==> src/rtl/nbcac_22di_pkg.sv <==
// Shared constants, weight table and FSM state type for the 22-bit NBCAC encoder/decoder family.
package nbcac_22di_pkg;

    localparam int unsigned NB_W  = 22;
    localparam int unsigned NB_N  = 31;
    localparam int unsigned R_W   = NB_W + 1;
    localparam int unsigned IDX_W = 5;

    // Numeral weights s1..s31; s1 is the parity bit carried in d[1].
    localparam logic [31:0] NBCAC22_S [1:31] = '{
        32'd1,       32'd1664080, 32'd1028458, 32'd635622, 32'd392836,
        32'd242786,  32'd150050,  32'd92736,   32'd57314,  32'd35422,
        32'd21892,   32'd13530,   32'd8362,    32'd5168,   32'd3194,
        32'd1974,    32'd1220,    32'd754,     32'd466,    32'd288,
        32'd178,     32'd110,     32'd68,      32'd42,     32'd26,
        32'd16,      32'd10,      32'd6,       32'd4,      32'd2,
        32'd2
    };

    typedef enum logic [1:0] {
        IDLE = 2'd0,
        RUN  = 2'd1,
        DONE = 2'd2
    } state_t;

endpackage

==> src/rtl/nbcac_22di_encoder_seq_if.sv <==
// Input/output valid-ready bundle of the sequential NBCAC encoder; out_code bit 0 is always 0.
interface nbcac_22di_encoder_seq_if;
    import nbcac_22di_pkg::*;

    logic            in_valid;
    logic            in_ready;
    logic [NB_W-1:0] in_data;
    logic            out_valid;
    logic            out_ready;
    logic [NB_N:0]   out_code;
    logic            err;

    modport master (
        output in_valid, in_data, out_ready,
        input  in_ready, out_valid, out_code, err
    );

    modport slave (
        input  in_valid, in_data, out_ready,
        output in_ready, out_valid, out_code, err
    );

endinterface

==> src/rtl/nbcac_22di_weight_rom.sv <==
// Combinational index-to-weight lookup; index 0 and out-of-range indices return 0.
module nbcac_22di_weight_rom
    import nbcac_22di_pkg::*;
(
    input  logic [IDX_W-1:0] idx,
    output logic [R_W-1:0]   weight_c
);

    always_comb begin
        weight_c = '0;
        for (int unsigned k = 1; k <= NB_N; k++) begin
            if (idx == IDX_W'(k)) begin
                weight_c = R_W'(NBCAC22_S[k]);
            end
        end
    end

endmodule

==> src/rtl/nbcac_22di_encoder_seq.sv <==
// Sequential greedy NBCAC encoder: one codeword bit per cycle, valid/ready on both sides.
// Optional residual check enabled by defining NBCAC_ENC_CHECK_EN.
module nbcac_22di_encoder_seq
    import nbcac_22di_pkg::*;
(
    input logic                     clk,
    input logic                     rst,
    nbcac_22di_encoder_seq_if.slave bus
);

    localparam logic [IDX_W-1:0] IDX_FIRST = IDX_W'(2);
    localparam logic [IDX_W-1:0] IDX_LAST  = IDX_W'(NB_N);

    state_t           state_q, state_d;
    logic [IDX_W-1:0] idx_q, idx_d;
    logic [R_W-1:0]   r_q, r_d;
    logic [NB_N:0]    code_q, code_d;
    logic             err_q, err_d;
    logic             in_ready_q, in_ready_d;
    logic             out_valid_q, out_valid_d;

    logic [R_W-1:0]   weight_c;
    logic             ge_c;
    logic [R_W-1:0]   r_sub_c;

    nbcac_22di_weight_rom u_rom (
        .idx      (idx_q),
        .weight_c (weight_c)
    );

    // Single shared comparator/subtractor for the current weight.
    assign ge_c    = (r_q >= weight_c);
    assign r_sub_c = ge_c ? (r_q - weight_c) : r_q;

    always_ff @(posedge clk) begin
        if (rst) begin
            state_q     <= IDLE;
            idx_q       <= IDX_FIRST;
            r_q         <= '0;
            code_q      <= '0;
            err_q       <= 1'b0;
            in_ready_q  <= 1'b1;
            out_valid_q <= 1'b0;
        end else begin
            state_q     <= state_d;
            idx_q       <= idx_d;
            r_q         <= r_d;
            code_q      <= code_d;
            err_q       <= err_d;
            in_ready_q  <= in_ready_d;
            out_valid_q <= out_valid_d;
        end
    end

    always_comb begin
        state_d = state_q;
        idx_d   = idx_q;
        r_d     = r_q;
        code_d  = code_q;
        err_d   = err_q;

        unique case (state_q)
            IDLE: begin
                if (bus.in_valid) begin
                    r_d     = R_W'(bus.in_data);
                    code_d  = '0;
                    idx_d   = IDX_FIRST;
                    err_d   = 1'b0;
                    state_d = RUN;
                end
            end
            RUN: begin
                code_d[idx_q] = ge_c;
                r_d           = r_sub_c;
                if (idx_q == IDX_LAST) begin
                    // Leftover after s31 becomes the parity digit d[1].
                    code_d[1] = r_sub_c[0];
                    state_d   = DONE;
`ifdef NBCAC_ENC_CHECK_EN
                    err_d     = (r_sub_c > R_W'(1));
`endif
                end else begin
                    idx_d = idx_q + IDX_W'(1);
                end
            end
            DONE: begin
                if (bus.out_ready) begin
                    err_d   = 1'b0;
                    idx_d   = IDX_FIRST;
                    state_d = IDLE;
                end
            end
            default: begin
                state_d = IDLE;
            end
        endcase

        in_ready_d  = (state_d == IDLE);
        out_valid_d = (state_d == DONE);
    end

    assign bus.in_ready  = in_ready_q;
    assign bus.out_valid = out_valid_q;
    assign bus.out_code  = code_q;
    assign bus.err       = err_q;

endmodule
==> src/flat_wrapper.sv <==
// flat-port wrapper written by rule: the top's interface ports become plain ports
module nbcac_22di_encoder_seq_flat import nbcac_22di_pkg::*;
  (clk, rst, bus_in_valid, bus_in_data, bus_out_ready, bus_in_ready, bus_out_valid, bus_out_code, bus_err);
  nbcac_22di_encoder_seq_if bus_i ();
  input logic clk;
  input logic rst;
  input wire logic [$bits(bus_i.in_valid)-1:0] bus_in_valid;
  input wire logic [$bits(bus_i.in_data)-1:0] bus_in_data;
  input wire logic [$bits(bus_i.out_ready)-1:0] bus_out_ready;
  output wire logic [$bits(bus_i.in_ready)-1:0] bus_in_ready;
  output wire logic [$bits(bus_i.out_valid)-1:0] bus_out_valid;
  output wire logic [$bits(bus_i.out_code)-1:0] bus_out_code;
  output wire logic [$bits(bus_i.err)-1:0] bus_err;
  assign bus_i.in_valid = bus_in_valid;
  assign bus_i.in_data = bus_in_data;
  assign bus_i.out_ready = bus_out_ready;
  assign bus_in_ready = bus_i.in_ready;
  assign bus_out_valid = bus_i.out_valid;
  assign bus_out_code = bus_i.out_code;
  assign bus_err = bus_i.err;
  nbcac_22di_encoder_seq u_core (.clk(clk), .rst(rst), .bus(bus_i));
endmodule
==> config.mk <==
export PLATFORM = sky130hd
export DESIGN_NAME = nbcac_22di_encoder_seq_flat
export DESIGN_NICKNAME = d
export VERILOG_FILES = /design/src/rtl/nbcac_22di_pkg.sv /design/src/rtl/nbcac_22di_encoder_seq_if.sv /design/src/rtl/nbcac_22di_weight_rom.sv /design/src/rtl/nbcac_22di_encoder_seq.sv /design/src/flat_wrapper.sv
export SDC_FILE = /design/constraint.sdc
export NUM_CORES = 1
export LEC_CHECK = 0
export ABC_AREA = 1
export BUFFER_PORTS_ARGS = -buffer_cell sky130_fd_sc_hd__buf_4
export CELL_PAD_IN_SITES_DETAIL_PLACEMENT = 0
export CELL_PAD_IN_SITES_GLOBAL_PLACEMENT = 1
export CORE_AREA = 2 2 122 112
export DETAILED_ROUTE_END_ITERATION = 10
export DIE_AREA = 0 0 124 114
export PLACE_DENSITY_LB_ADDON = 0.05
export SLEW_MARGIN = 20
export SYNTH_ARGS = -nofsm -noshare
export SYNTH_HDL_FRONTEND = slang
export SYNTH_SLANG_ARGS = --single-unit
export TNS_END_PERCENT = 100
==> constraint.sdc <==
create_clock -name clk -period 3.96 [get_ports clk]
set_input_delay 0.99 -clock clk [delete_from_list [all_inputs] [get_ports clk]]
set_output_delay 0.99 -clock clk [all_outputs]
set_load 0.1 [all_outputs]
==> metrics.md <==
| Metric | Value |
|---|---|
| Status | `complete, no violations` |
| Core Box Area | `13000 µm²` |
| Share of cells above drive strength 1 | `0.233` |
| Post-layout util | `0.517` |
| First-pass GRT wire length | `29100 µm` |
| Final instance area | `6720 µm²` |
| IO Pins | `61` |
| RR Startpoint | `u_core.idx_q[0]` |
| Gpl congestion | `0.948` |
| Area delta synth->final | `30.6%` |
| Final non-filler cell total | `1108` |
| Routed WL | `between 15000 and 20000 µm` |
| DRT Pass-1 Iters | `5` |
| Setup TNS | `0 ns` |
| Slew @ Worst Pin | `0.578 ns` |
| Slowest cell on crit path | `dfxtp_2` |
| Synth unique cells | `42` |
| CTS Root Cell | `clkbuf_16` |
| Syn_area_per_cell | `slightly above 6 µm²` |
| Total power | `around 2900 µW` |
| Yosys warnings | `0` |
| Die width | `124 µm` |
| Setup violators final | `0` |
| Inserted Clock Buffers | `9` |
| Avg Vias per Cell | `between 5 and 6` |
| Clock insertion delay at the later pin of the skew report | `approximately 0.35 ns` |
| Crit share post-route | `0.935` |
| Synth top area share | `0.249` |
| Crit path max fanout | `14` |
| Ant diodes | `0` |
| DP Cell Count | `1090` |
| DP Area | `6130 µm²` |
| Commonest cells post-synth | `nand2_1, nor2_1, inv_1, a21oi_1, nand3_1` |
| Clock sinks | `64` |
| Total gr overflow | `0` |
| Max rail drop VDD | `0.000333 V` |
| Final Critical Period | `3.70 ns` |
| Synth area leader | `dfxtp_1` |
| Fin. max-slew vios | `0` |
| Worst Skew | `0.00671 ns` |
| Slew HR | `0.614` |
| Total GRT Usage | `0.271` |
| Largest net degree at the start of global routing | `47` |
| Mapped cell area | `between 5000 and 6000 µm²` |
| Clk slew on worst S/H paths | `~0.060 ns` |
| Leak | `between 0.003 and 0.004 µW` |
| Worst-path cell chain | `inv_2, ha_4, buf_4, nand2_1, inv_1, nor2_2, nand2_1, nor2_2, inv_1, nor4_4, nand3_1, ha_4, nand2_1, inv_1, nand2_1, nor3_4, nand3_1, nand4_4, buf_6, buf_12, nand3_1, nand2_1, nand2_1, a21oi_1` |
| Yosys reg bits | `64` |
| Height of the die | `114 µm` |
| Initial core utilization | `0.396` |
| CP startpoint | `u_core.idx_q[0]` |
| Fillers | `1368` |
| DRT antenna net count | `0` |
| Wire length per cell | `16.9 µm` |
| Most numerous cell on the critical path | `nand2_1` |
| Final nets | `990` |
| Max Fclk | `0.270 GHz` |
| Top-count cell post-synth | `nand2_1` |
| PortBufs | `just under 60` |
| DP HPWL | `14200 µm` |
| Net Count, Synth | `890` |
| DR vias | `5838` |
| Power Density | `approximately 430 nW/µm²` |
| Hold Buf Count CTS | `0` |
| EDFF count, synth | `0` |
| Top cells by area, synth | `dfxtp_1, nand2_1, a21oi_1` |
| Site Rows | `40` |
| Hold Path Origin | `u_core.bus.out_code[15]` |
| CTS tree | `yes` |
| CTS H-tree lvls | `3` |
| Async set-reset flop share out of synthesis | `0` |
| Fin. Hold Viols | `0` |
| Top_reg_cell synth | `dfxtp_1` |
| CP peak stage delay | `0.38 ns` |
| Antenna violations before repair | `0` |
| Startpoint types | `flop` |
| CTS max path bufs | `2` |
| Worst hold path type | `reg2reg` |
| Maxcap violations | `0` |
| WS Path Type | `reg2reg` |
| Critical path data required time | `4.23 ns` |
| Crit. End Element | `flop` |
| Vias in the first global route | `roughly 5500` |
| # DRC | `0` |
| Initial detailed-routing violation count | `roughly 560` |
| Die area | `14100 µm²` |
| Post-Synthesis Cells | `about 840` |
| CP Data Arrival Time | `3.97 ns` |
| Register area share after synthesis | `0.249` |
==> worst max-delay path: cells and delay by family (launching register included) <==
| family | cells | cell delay, ns |
|---|---|---|
| AND/OR/NAND/NOR | 14 | 1.85 |
| flip-flops | 1 | 0.38 |
| AO/OA/AOI/OAI | 1 | 0.11 |
| adder cells (fa/ha/maj) | 2 | 0.52 |
| buffers and inverters | 7 | 0.76 |
==> worst paths after layout <==
path | slack [ns] | cells after the start | to
min reg2reg | 0.48 | 2 | u_core.bus.out_code[15]
max reg2reg | 0.26 | 24 | u_core.r_q[11]
min | 0.48 | 2 | u_core.bus.out_code[15]
max | 0.26 | 24 | u_core.r_q[11]
==> where the power goes <==
group | total (µW) | switching [µW] | internal [µW] | leakage (µW)
combinational | 1410 | 864 | 541 | 0.00251
sequential | 725 | 38.6 | 686 | 0.000523
clock | 761 | 322 | 439 | 0.000128
==> layer usage <==
metal,global-route usage,up-vias,part of all wire
met2,0.404,178,0.43
met4,0.0884,0,0.022
li1,-,2981,-
met5,0,-,0
met1,0.391,2648,0.50
met3,0.0505,31,0.052
==> sequential cells by signal, indices dropped and copies added, names as in the netlist <==
| signal | count |
|---|---|
| u_core.r_q | 23 |
| u_core.idx_q | 5 |
| u_core.bus.out_valid | 1 |
| u_core.bus.out_code | 32 |
| u_core.bus.in_ready | 1 |
| u_core.state_q | 2 |
==> kinds of logic after synthesis <==
| kind of cell | after synthesis | synth area share |
|---|---|---|
| buffers and inverters | 122 | 0.0960 |
| other | 1 | 0.000728 |
| flip-flops | 64 | 0.249 |
| AO/OA/AOI/OAI | 176 | 0.197 |
| XOR/XNOR | 15 | 0.0255 |
| adder cells (fa/ha/maj) | 29 | 0.0719 |
| AND/OR/NAND/NOR | 428 | 0.360 |
==> metrics by stage <==
step	hold WS (ns)	setup slack, ns
2_1_floorplan	0.448	0.600
5_1_grt	0.510	-0.0324
3_3_place_gp	0.460	0.0492
4_1_cts	0.479	0.0252
6_report	0.478	0.258
3_5_place_dp	0.465	-0.0128
==> timing repair <==
item,in CTS,in global routing
endpoints found under the setup margin,17,55
setup buffers,0,2
resized for setup,2,72
endpoints found under the hold margin,0,0
pin swaps,0,8
==> layout by cell type, fill, tap and decap left out, types with 3 or more instances in the layout <==
cell          n
a21oi_2       8
dfxtp_1      59
a31oi_1       5
o21ai_0      36
nor2_4        3
dfxtp_2       3
xor2_1        7
nor3_1        6
inv_2        10
buf_4       112
a211oi_1      3
clkinvlp_4    5
nor3_2        5
ha_2          3
nor4_1        6
nand2_1     199
nand3b_1      7
buf_12        4
ha_4          9
nor2_2       16
nand3_2       4
nand2_2       7
inv_1        81
nand4_1       8
nor2_1       91
ha_1         16
o211ai_1     29
o21ai_1       6
xnor2_1       8
nand3_1      70
clkbuf_16     9
o21ai_2       8
a21oi_1      73
==> area by class of cell <==
cell class / instances / area (µm²) / share of cell area
Timing Repair Buffer: 117 / 932 / 0.139
Clock buffer: 11 / 243 / 0.0361
Inverter: 94 / 360 / 0.0536
Tap cell: 168 / 210 / 0.0313
Clock inverter: 5 / 32.5 / 0.00484
Sequential cell: 64 / 1290 / 0.192
Multi-Input combinational cell: 649 / 3650 / 0.543
(Power assumes the default switching activity.)
